==> config.mk <==
export PLATFORM = sky130hd
export DESIGN_NAME = uart1_transmitter
export DESIGN_NICKNAME = d
export VERILOG_FILES = /design/src/rtl/uart1_pkg.sv /design/src/rtl/uart1_tx_fifo.sv /design/src/rtl/uart1_transmitter.sv
export SDC_FILE = /design/constraint.sdc
export NUM_CORES = 1
export LEC_CHECK = 0
export BUFFER_PORTS_ARGS = -buffer_cell sky130_fd_sc_hd__clkbuf_2
export CAP_MARGIN = 20
export CORE_MARGIN = 1.5
export CORE_UTILIZATION = 59
export CTS_CLUSTER_DIAMETER = 50
export DETAILED_ROUTE_END_ITERATION = 12
export GPL_TIMING_DRIVEN = 0
export PLACE_DENSITY = 0.89
export SLEW_MARGIN = 15
export SYNTH_ARGS = -nofsm -noshare
export SYNTH_HDL_FRONTEND = slang
export SYNTH_SLANG_ARGS = --single-unit
==> constraint.sdc <==
create_clock -name Clk -period 3.3 [get_ports Clk]
set_clock_uncertainty 0.1 [all_clocks]
set_input_delay 0 -clock Clk [delete_from_list [all_inputs] [get_ports Clk]]
set_output_delay 0 -clock Clk [all_outputs]
set_load 0.005 [all_outputs]
==> src/rtl/uart1_pkg.sv <==
// uart1_pkg -- definitions shared by the UART1 transmit and receive paths.
//   uart1_state_e      : frame state encoding (IDLE/START/DATA/PARITY/STOP)
//   MCNT_DEFAULT       : default system clock frequency in Hz
//   BAUD_DEFAULT       : default line baud rate
//   uart1_clks_per_bit : system clocks per bit period (integer division)
//   uart1_even_parity  : even parity bit of a data byte
package uart1_pkg;

  typedef enum logic [2:0] {
    UART1_IDLE   = 3'd0,
    UART1_START  = 3'd1,
    UART1_DATA   = 3'd2,
    UART1_PARITY = 3'd3,
    UART1_STOP   = 3'd4
  } uart1_state_e;

  localparam int unsigned MCNT_DEFAULT = 32'd50_000_000;
  localparam int unsigned BAUD_DEFAULT = 32'd9600;

  function automatic int unsigned uart1_clks_per_bit(input int unsigned mcnt,
                                                     input int unsigned baud);
    return mcnt / baud;
  endfunction

  function automatic logic uart1_even_parity(input logic [7:0] data);
    return ^data;
  endfunction

endpackage

==> src/rtl/uart1_tx_fifo.sv <==
// uart1_tx_fifo -- synchronous byte FIFO buffering bytes for the transmitter.
// Ports:
//   Clk, Reset_n   : clock, synchronous active-low reset (flushes the FIFO)
//   push/push_data : write a byte (accepted when not full, or full with a pop)
//   pop/pop_data   : read side; pop_data shows the head byte (first-word fall-through)
//   full, empty    : occupancy flags
//   count          : number of stored bytes (0..FIFO_DEPTH)
// FIFO_DEPTH must be a power of two so the pointers wrap naturally.
import uart1_pkg::*;

module uart1_tx_fifo #(
  parameter  int unsigned FIFO_DEPTH = 32'd4,
  localparam int unsigned PTR_W      = $clog2(FIFO_DEPTH),
  localparam int unsigned CNT_W      = $clog2(FIFO_DEPTH + 32'd1)
) (
  input  logic             Clk,
  input  logic             Reset_n,
  input  logic             push,
  input  logic [7:0]       push_data,
  input  logic             pop,
  output logic [7:0]       pop_data,
  output logic             full,
  output logic             empty,
  output logic [CNT_W-1:0] count
);

  logic [7:0]       mem_r [FIFO_DEPTH];
  logic [PTR_W-1:0] wr_ptr_r;
  logic [PTR_W-1:0] rd_ptr_r;
  logic [CNT_W-1:0] count_r;
  logic             push_ok_s;
  logic             pop_ok_s;

  assign full      = (count_r == CNT_W'(FIFO_DEPTH));
  assign empty     = (count_r == {CNT_W{1'b0}});
  assign count     = count_r;
  assign pop_data  = mem_r[rd_ptr_r];
  // A full FIFO may still take a byte when the head leaves in the same cycle.
  assign push_ok_s = push && (!full || pop);
  assign pop_ok_s  = pop && !empty;

  // Storage, pointers and occupancy count
  always_ff @(posedge Clk) begin
    if (!Reset_n) begin
      for (int i = 0; i < int'(FIFO_DEPTH); i++) begin
        mem_r[i] <= 8'h00;
      end
      wr_ptr_r <= {PTR_W{1'b0}};
      rd_ptr_r <= {PTR_W{1'b0}};
      count_r  <= {CNT_W{1'b0}};
    end else begin
      if (push_ok_s) begin
        mem_r[wr_ptr_r] <= push_data;
        wr_ptr_r        <= wr_ptr_r + PTR_W'(1'b1);
      end
      if (pop_ok_s) begin
        rd_ptr_r <= rd_ptr_r + PTR_W'(1'b1);
      end
      case ({push_ok_s, pop_ok_s})
        2'b10:   count_r <= count_r + CNT_W'(1'b1);
        2'b01:   count_r <= count_r - CNT_W'(1'b1);
        default: count_r <= count_r;
      endcase
    end
  end

endmodule

==> src/rtl/uart1_transmitter.sv <==
// uart1_transmitter -- UART transmit engine (8N1, optional even parity).
// Bytes arrive over a valid/ready handshake into a small FIFO and are
// serialised LSB first on Tx at MCNT/Baud clocks per bit.
// Ports:
//   Clk      : system clock, rising edge
//   Reset_n  : synchronous active-low reset
//   Data_in  : byte to send
//   Send_en  : Data_in valid; accepted on an edge with Send_en && Ready
//   Ready    : FIFO not full (combinational)
//   Tx       : serial line, registered, idle high
//   Tx_busy  : frame in progress or FIFO non-empty
//   Tx_done  : one-cycle pulse on the last cycle of each stop bit
// Build option: define UART1_TX_PARITY_EN to insert an even parity bit
// between data bit 7 and the stop bit (11 bit periods per frame).
import uart1_pkg::*;

module uart1_transmitter #(
  parameter int unsigned MCNT       = MCNT_DEFAULT,
  parameter int unsigned Baud       = BAUD_DEFAULT,
  parameter int unsigned FIFO_DEPTH = 32'd4
) (
  input  logic       Clk,
  input  logic       Reset_n,
  input  logic [7:0] Data_in,
  input  logic       Send_en,
  output logic       Ready,
  output logic       Tx,
  output logic       Tx_busy,
  output logic       Tx_done
);

  localparam int unsigned CLKS_PER_BIT = uart1_clks_per_bit(MCNT, Baud);
  localparam int unsigned CNT_W  = (CLKS_PER_BIT > 32'd1) ? $clog2(CLKS_PER_BIT) : 32'd1;
  localparam int unsigned FCNT_W = $clog2(FIFO_DEPTH + 32'd1);
  localparam logic [CNT_W-1:0] CNT_LAST = CNT_W'(CLKS_PER_BIT - 32'd1);

  localparam logic [2:0] S_IDLE   = UART1_IDLE;
  localparam logic [2:0] S_START  = UART1_START;
  localparam logic [2:0] S_DATA   = UART1_DATA;
`ifdef UART1_TX_PARITY_EN
  localparam logic [2:0] S_PARITY = UART1_PARITY;
`endif
  localparam logic [2:0] S_STOP   = UART1_STOP;

  logic [2:0]        state_r;
  logic [2:0]        state_nxt_s;
  logic [CNT_W-1:0]  bit_cnt_r;
  logic [2:0]        bit_idx_r;
  logic [7:0]        shift_r;
`ifdef UART1_TX_PARITY_EN
  logic              parity_r;
`endif
  logic              tx_r;
  logic              tx_done_r;
  logic              line_s;
  logic              done_s;
  logic              bit_end_s;
  logic              push_s;
  logic              pop_s;
  logic [7:0]        fifo_data_s;
  logic              fifo_full_s;
  logic              fifo_empty_s;
  logic [FCNT_W-1:0] fifo_count_s;

  assign Ready     = !fifo_full_s;
  assign push_s    = Send_en && Ready;
  assign bit_end_s = (bit_cnt_r == CNT_LAST);
  assign Tx        = tx_r;
  assign Tx_done   = tx_done_r;
  assign Tx_busy   = (state_r != S_IDLE) || (fifo_count_s != {FCNT_W{1'b0}});

  uart1_tx_fifo #(
    .FIFO_DEPTH (FIFO_DEPTH)
  ) u_fifo (
    .Clk       (Clk),
    .Reset_n   (Reset_n),
    .push      (push_s),
    .push_data (Data_in),
    .pop       (pop_s),
    .pop_data  (fifo_data_s),
    .full      (fifo_full_s),
    .empty     (fifo_empty_s),
    .count     (fifo_count_s)
  );

  // Next-state and FIFO pop decision; STOP chains straight into START when data waits
  always_comb begin
    state_nxt_s = state_r;
    pop_s       = 1'b0;
    case (state_r)
      S_IDLE: begin
        if (!fifo_empty_s) begin
          pop_s       = 1'b1;
          state_nxt_s = S_START;
        end else begin
          state_nxt_s = S_IDLE;
        end
      end
      S_START: begin
        if (bit_end_s) begin
          state_nxt_s = S_DATA;
        end else begin
          state_nxt_s = S_START;
        end
      end
      S_DATA: begin
        if (bit_end_s && (bit_idx_r == 3'd7)) begin
`ifdef UART1_TX_PARITY_EN
          state_nxt_s = S_PARITY;
`else
          state_nxt_s = S_STOP;
`endif
        end else begin
          state_nxt_s = S_DATA;
        end
      end
`ifdef UART1_TX_PARITY_EN
      S_PARITY: begin
        if (bit_end_s) begin
          state_nxt_s = S_STOP;
        end else begin
          state_nxt_s = S_PARITY;
        end
      end
`endif
      S_STOP: begin
        if (bit_end_s && !fifo_empty_s) begin
          pop_s       = 1'b1;
          state_nxt_s = S_START;
        end else if (bit_end_s) begin
          state_nxt_s = S_IDLE;
        end else begin
          state_nxt_s = S_STOP;
        end
      end
      default: begin
        state_nxt_s = S_IDLE;
      end
    endcase
  end

  // Line level implied by the current state; registered one cycle later onto Tx
  always_comb begin
    line_s = 1'b1;
    done_s = (state_r == S_STOP) && bit_end_s;
    case (state_r)
      S_IDLE:   line_s = 1'b1;
      S_START:  line_s = 1'b0;
      S_DATA:   line_s = shift_r[0];
`ifdef UART1_TX_PARITY_EN
      S_PARITY: line_s = parity_r;
`endif
      S_STOP:   line_s = 1'b1;
      default:  line_s = 1'b1;
    endcase
  end

  // FSM state, bit timing, shift register and registered line outputs
  always_ff @(posedge Clk) begin
    if (!Reset_n) begin
      state_r   <= S_IDLE;
      bit_cnt_r <= {CNT_W{1'b0}};
      bit_idx_r <= 3'd0;
      shift_r   <= 8'h00;
`ifdef UART1_TX_PARITY_EN
      parity_r  <= 1'b0;
`endif
      tx_r      <= 1'b1;
      tx_done_r <= 1'b0;
    end else begin
      state_r   <= state_nxt_s;
      tx_r      <= line_s;
      tx_done_r <= done_s;
      if (pop_s) begin
        shift_r   <= fifo_data_s;
`ifdef UART1_TX_PARITY_EN
        // Parity is captured at load since the shift register is consumed.
        parity_r  <= uart1_even_parity(fifo_data_s);
`endif
        bit_cnt_r <= {CNT_W{1'b0}};
        bit_idx_r <= 3'd0;
      end else if (state_r == S_IDLE) begin
        bit_cnt_r <= {CNT_W{1'b0}};
        bit_idx_r <= 3'd0;
      end else if (bit_end_s) begin
        bit_cnt_r <= {CNT_W{1'b0}};
        if (state_r == S_DATA) begin
          shift_r   <= {1'b0, shift_r[7:1]};
          bit_idx_r <= bit_idx_r + 3'd1;
        end
      end else begin
        bit_cnt_r <= bit_cnt_r + CNT_W'(1'b1);
      end
    end
  end

endmodule

==> Word-level counts from Yosys, hierarchy flattened <==
Memories as Yosys holds them, arrays and structs flattened. A register that Yosys moved wholly into a read port is not among the register bits.
Index checks and enable logic that the tools add are counted.
{ "totals": {"ff_bits": 36, "ramBits": 32, "in_bits": 11, "output_inout_bits": 4, "wordCells": 72, "memories": 1} }
{ "classes": {"n_addsub": 6, "eq_ne": 9, "mux": 24, "bitwise": 1, "reduce_logical": 22} }
{ "memory_table": {"columns": ["memory", "words", "word_bits", "read_ports", "rd_clocked_by_memory_dff", "wr", "line_no", "text"], "rows": [
  ["u_fifo.mem_r", 4, 8, 1, 1, 4, "uart1_tx_fifo.sv:27", "logic [7:0] mem_r [FIFO_DEPTH];"]
]} }
{ "op_table": {"columns": ["cell", "n"], "rows": [
  ["$mux 8", 5],
  ["$add 13x1->13 const B", 1],
  ["$eq 13x13->1 const B", 1],
  ["$pmux 3 s4", 1],
  ["$eq 3x3->1 const B", 3],
  ["$mux 3", 3],
  ["$mux 1", 8],
  ["$mux 2", 4],
  ["$reduce_or 8->1", 1],
  ["$add 3x1->3 const B", 2],
  ["$logic_and 1x1->1", 6],
  ["$logic_not 3->1", 2],
  ["$pmux 3 s2", 1],
  ["$reduce_bool 2->1", 3],
  ["$reduce_bool 3->1", 2],
  ["$add 2x1->2 const B", 2],
  ["$pmux 1 s2", 2],
  ["$reduce_or 4->1", 1],
  ["$eq 3x1->1 const B", 1],
  ["$eq 3x2->1 const B", 1],
  ["$reduce_and 3->1", 1],
  ["$reduce_or 3->1", 1],
  ["$sub 3x1->3 const B", 1],
  ["$eq 2x1->1 const B", 1],
  ["6 further kinds", 8]
]} }

==> Depth between registers and ports, before layout <==
{ "logic_depth": {"ltp_word": 12, "ltp_mapped": 11, "ltp_nobuf": 11} }

==> Hierarchy <==
Synthesis repeated with hierarchy kept, for this count alone.
{ "unflattened": {"hier_cells": 285, "area_unflattened_um2": 3226.8} }
{ "by_module_without_submodules": {"columns": ["module", "instances", "cells_each", "area_each_um2", "seq_area_each_um2"], "rows": [
  ["uart1_tx_fifo", 1, 130, 1846.8, 1141.1],
  ["uart1_transmitter", 1, 155, 1380.1, 580.6]
]} }

==> Least setup slack after synthesis <==
No wires, ideal clock.
{ "synth_path": {"kind": "reg2reg", "start": "register bit_cnt_r[3]", "end": "register u_fifo.count_r[2] (netlist: u_fifo.count[2])", "setup_ns": 0.071, "arrival_time_ns": 2.671, "required_ns": 3.129, "path_slack_ns": 0.458, "path_stages_with_launch": 12, "path_buffers": 1, "synth_period_minus_slack_ns": 2.842, "cell_sequence": "dfxtp_1 buf_6 or4b_4 o41ai_1 nand2_1 inv_1 ha_1 inv_1 fa_1 xor2_1 or3_1 a21oi_1"} }
{ "synth_between": {"word_cells_on_any_way": 11, "cone_classes": "eq/ne: 3; mux: 3; reduce/logical: 5"} }
{ "synth_lines": {"columns": ["element", "line_no", "text"], "rows": [
  ["start, declared", "uart1_transmitter.sv:47", "logic [CNT_W-1:0] bit_cnt_r;"],
  ["start signal, assigned", "uart1_transmitter.sv:162", "bit_cnt_r <= {CNT_W{1'b0}};"],
  ["start signal, assigned", "uart1_transmitter.sv:180", "bit_cnt_r <= {CNT_W{1'b0}};"],
  ["start signal, assigned", "uart1_transmitter.sv:183", "bit_cnt_r <= {CNT_W{1'b0}};"],
  ["$eq 13x13->1 (*)", "uart1_transmitter.sv:67", "assign bit_end_s = (bit_cnt_r == CNT_LAST);"],
  ["$logic_and 1x1->1 (*)", "uart1_transmitter.sv:127", "if (bit_end_s && !fifo_empty_s) begin"],
  ["$mux 1 (*)", "uart1_transmitter.sv:127", null],
  ["$pmux 1 s2 (*)", "uart1_transmitter.sv:90", "case (state_r)"],
  ["$logic_and 1x1->1 (*)", "uart1_tx_fifo.sv:40", "assign pop_ok_s = pop && !empty;"],
  ["named net u_fifo.pop_ok_s", "uart1_tx_fifo.sv:32", "logic pop_ok_s;"],
  ["$eq 2x1->1 or $eq 2x2->1 (tied branches)", "uart1_tx_fifo.sv:59", "case ({push_ok_s, pop_ok_s})"],
  ["$pmux 3 s2 or $reduce_bool 2->1 (tied branches)", null, null],
  ["end signal, assigned", "uart1_tx_fifo.sv:60", "2'b10: count_r <= count_r + CNT_W'(1'b1);"],
  ["end signal, assigned", "uart1_tx_fifo.sv:61", "2'b01: count_r <= count_r - CNT_W'(1'b1);"],
  ["end signal, assigned", "uart1_tx_fifo.sv:62", "default: count_r <= count_r;"],
  ["end, declared", "uart1_tx_fifo.sv:30", "logic [CNT_W-1:0] count_r;"]
]} }
Mark *: on every way through the listed nets, which the timed path passes. The rest lies on a longest branch.
A chain may end at the register's enable or synchronous reset.

==> Worst setup path after layout <==
Same ends and word-level chain as after synthesis.

==> metrics.md <==
| Metric | Value |
|---|---|
| Residual DRC | `0` |
| R2R cell count | `11` |
| Setup Fix Bufs, Post-CTS | `0` |
| Worst-case clock buffer depth | `2` |
| Fill count | `349` |
| CTS Root Cell | `clkbuf_8` |
| Row cnt | `26` |
| Antenna Nets Post-Route | `0` |
| Share of layout cells above drive strength 1 | `0.187` |
| Number of global-route vias before repair | `around 2100` |
| Max frequency | `around 330 MHz` |
| Critical Path Source Type | `flop` |
| DR WL/cell | `16.1 um` |
| Netlist cell types | `44` |
| Starting DRC count in detailed routing | `~180` |
| WS Path Type | `flop to flop` |
| Rel. slew slack | `0.442` |
| MaxCap Viol Count | `0` |
| Synthesized area | `3100 um2` |
| Hold Crit Depth | `3` |
| Clk slew on worst S/H paths | `about 0.08 ns` |
| CTS tree | `done` |
| Core region area | `around 5000 um2` |
| Async SR Flop Fraction | `0` |
| GPL Wtd Cong | `between 0.8 and 0.9` |
| RSZ-0062 raised after global routing | `no` |
| LEAKAGE | `1.38 nW` |
| Placement Setup Slack | `0.156 ns` |
| Drt total wl | `6290 um` |
| Setup TNS | `0 ns` |
| Initial Utilization | `0.610` |
| R2R Path End | `u_fifo.count[2]$_SDFFE_PN0P_` |
| Status | `complete, no violations` |
| ANT cells | `0` |
| Syn Inst Count | `around 280` |
| Worst R2R Setup Slack | `around 0.26 ns` |
| Top-count cell post-synth | `nor2_1` |
| CP Capture Type | `flop` |
| Layout Nets | `332` |
| Syn. warnings | `0` |
| R2R Path Start | `bit_cnt_r[3]$_SDFF_PP0_` |
| P per Cell Area | `between 600 and 700 nW/um2` |
| IO Pins | `15` |
| Most common library cells after synthesis | `nor2_1, dfxtp_1, edfxtp_1` |
| Drt first pass iters | `4` |
| Detailed-route via count | `approximately 2200` |
| Ys flop type | `dfxtp_1` |
| Area overhead of the layout relative to synthesis | `16.4%` |
| Post-Syn Nets | `295` |
| CP required | `approximately 3.5 ns` |
| Number of synthesized flops with an enable pin | `32` |
| CTS Sinks | `70` |
| Hold_sp | `Reset_n` |
| DR vias/cell | `~5.6` |
| Final hold violations | `0` |
| Synth Area per Inst | `about 11 um2` |
| Worst Path Max Fanout | `9` |
| # H-tree levels | `3` |
| Sequential area share after synthesis | `0.556` |
| Hold WC Path Type | `input pin to flop` |
| Worst-Skew Late Latency | `between 0.3 and 0.4 ns` |
| Post-synth top area share | `0.310` |
| CP arrival | `around 3.2 ns` |
| Die ar. | `around 5700 um2` |
| Largest cells by area after synthesis | `edfxtp_1, dfxtp_1, mux4_2, nor2_1, o221a_2` |
| Initial antenna violation count | `0` |
| Final worst setup slack | `about 0.26 ns` |
| First-pass GRT wire length | `10000 um` |
| Die Wd | `between 70 and 80 um` |
| Hold endpoint | `shift_r[1]$_SDFFE_PN0P_` |
| Die Y | `approximately 75 um` |
| Hold_ws | `about 0.098 ns` |
| Total global routing overflow | `0` |
| Total design power | `between 2 and 3 mW` |
| Detailed placer's ending HPWL | `approximately 4000 um` |
| Slew Viols, Final | `0` |
| Total Routing Usage GR | `0.244` |
| Seq cells post-synth | `70` |
| Least-Margin Pin Slew | `a little over 0.8 ns` |
| Largest net degree at the start of global routing | `15` |
| Crit share post-route | `0.922` |
| Final Setup Violations | `0` |
| Cell accounting for the most synthesized area | `edfxtp_1` |
| Tmin final | `3.04 ns` |
| Peak supply drop | `between 0.4 and 0.5 mV` |
| # port buffers | `13` |
| Num CTS Buffers | `9` |
## through the flow
stage           util  instance area, um2  instances
2_1_floorplan      -                3100        279
3_3_place_gp   0.641                3250        362
3_5_place_dp   0.646                3280        366
4_1_cts        0.709                3600        391
5_1_grt        0.711                3610        391
6_report       0.711                3610        391
## worst max-delay path, stage by stage (launching register included)
cell,delay (ns)
dfxtp_1,0.31
buf_6,0.13
or4b_4,0.51
o41ai_2,0.39
nand2_2,0.21
inv_1,0.11
ha_1,0.18
inv_1,0.06
fa_1,0.37
xor2_1,0.15
or3_1,0.31
a21oi_1,0.14
## how the worst max path moves through the flow
stage                            startpoint                      endpoint  slack [ns]  depth (start not counted)
floorplan           bit_cnt_r[3]$_SDFF_PP0_  u_fifo.count[2]$_SDFFE_PN0P_        0.46                         11
global placement    bit_cnt_r[0]$_SDFF_PP0_  u_fifo.count[2]$_SDFFE_PN0P_        0.20                         11
detailed placement  bit_cnt_r[0]$_SDFF_PP0_  u_fifo.count[2]$_SDFFE_PN0P_        0.16                         11
CTS                 bit_cnt_r[0]$_SDFF_PP0_  u_fifo.count[2]$_SDFFE_PN0P_        0.08                         11
global route        bit_cnt_r[6]$_SDFF_PP0_  u_fifo.count[2]$_SDFFE_PN0P_        0.04                         10
finish              bit_cnt_r[3]$_SDFF_PP0_  u_fifo.count[2]$_SDFFE_PN0P_        0.26                         11
## layout make-up
type                       instances  area (um2)  share of cell area
buffer                            13        70.1              0.0194
clock buffer                       9         124              0.0344
clock inverter                     7         104              0.0288
inverter                          20        75.1              0.0208
multi-input combinational        176        1240               0.344
sequential                        70        1720               0.477
tap                               70        87.6              0.0243
timing repair buffer              26         183              0.0507
## timing repair
item	in CTS	in global routing
gates resized for setup	0	2
setup endpoints to repair	0	1
hold endpoints to repair	33	0
hold buffers	9	0
## flip-flops by register name, indices dropped and copies added, names as in the netlist, named ones only
register         flops
Tx                   1
Tx_done              1
bit_cnt_r           13
bit_idx_r            3
shift_r              8
state_r              3
u_fifo.count         3
u_fifo.mem_r        32
u_fifo.rd_ptr_r      2
u_fifo.wr_ptr_r      2
## logic make-up after synthesis
kind of cell | after synthesis | synth area share
buffers and inverters | 33 | 0.0469
adders and majority gates | 5 | 0.0226
DFF | 70 | 0.556
and+or+nand+nor | 108 | 0.174
AOI/OAI and AO/OA | 37 | 0.0905
muxes | 10 | 0.0646
xor gates and xnor gates | 16 | 0.0452
## placed cells by master, fill, tap and decap left out, types with 2 or more instances in the layout
| cell | synthesis | layout |
|---|---|---|
| edfxtp_1 | 32 | 32 |
| nand4_1 | 3 | 3 |
| and3_1 | 2 | 2 |
| dlygate4sd3_1 | 0 | 9 |
| nand2b_1 | 2 | 2 |
| nor2_1 | 41 | 41 |
| clkbuf_2 | 0 | 13 |
| clkbuf_8 | 0 | 9 |
| o21ai_0 | 6 | 6 |
| bufinv_16 | 0 | 2 |
| mux2i_1 | 2 | 2 |
| nand3_1 | 10 | 10 |
| dfxtp_1 | 38 | 38 |
| a21oi_1 | 8 | 8 |
| xnor2_1 | 9 | 9 |
| ha_1 | 4 | 4 |
| inv_1 | 20 | 20 |
| nor2b_1 | 2 | 2 |
| nand2_1 | 18 | 17 |
| clkinv_4 | 0 | 2 |
| mux4_2 | 8 | 8 |
| and2_1 | 8 | 8 |
| o221a_2 | 7 | 7 |
| xor2_1 | 7 | 7 |
| clkbuf_1 | 7 | 7 |
| nor4_1 | 5 | 5 |
| buf_6 | 2 | 2 |
| or4_1 | 3 | 3 |
| and4_1 | 2 | 2 |
| inv_6 | 0 | 3 |
| buf_2 | 2 | 3 |
| nor3_1 | 5 | 5 |
| or3_1 | 2 | 2 |
| buf_4 | 1 | 4 |
| or4b_2 | 2 | 2 |
| o21a_1 | 7 | 7 |
## power breakdown
group	leakage [nW]	switching, mW	internal (mW)	total [mW]
combinational	0.627	0.350	0.269	0.619
sequential	0.643	0.0624	1.04	1.10
clock	0.115	0.353	0.436	0.789
## metal layers
layer / vias to the layer above / share of wire / GRT usage
met3: 7 / 0.051 / 0.0529
li1: 1072 / - / -
met5: - / 0 / 0
met1: 1066 / 0.42 / 0.291
met2: 63 / 0.52 / 0.424
met4: 0 / 0.012 / 0.113
Power figures use the tool's default switching activity.
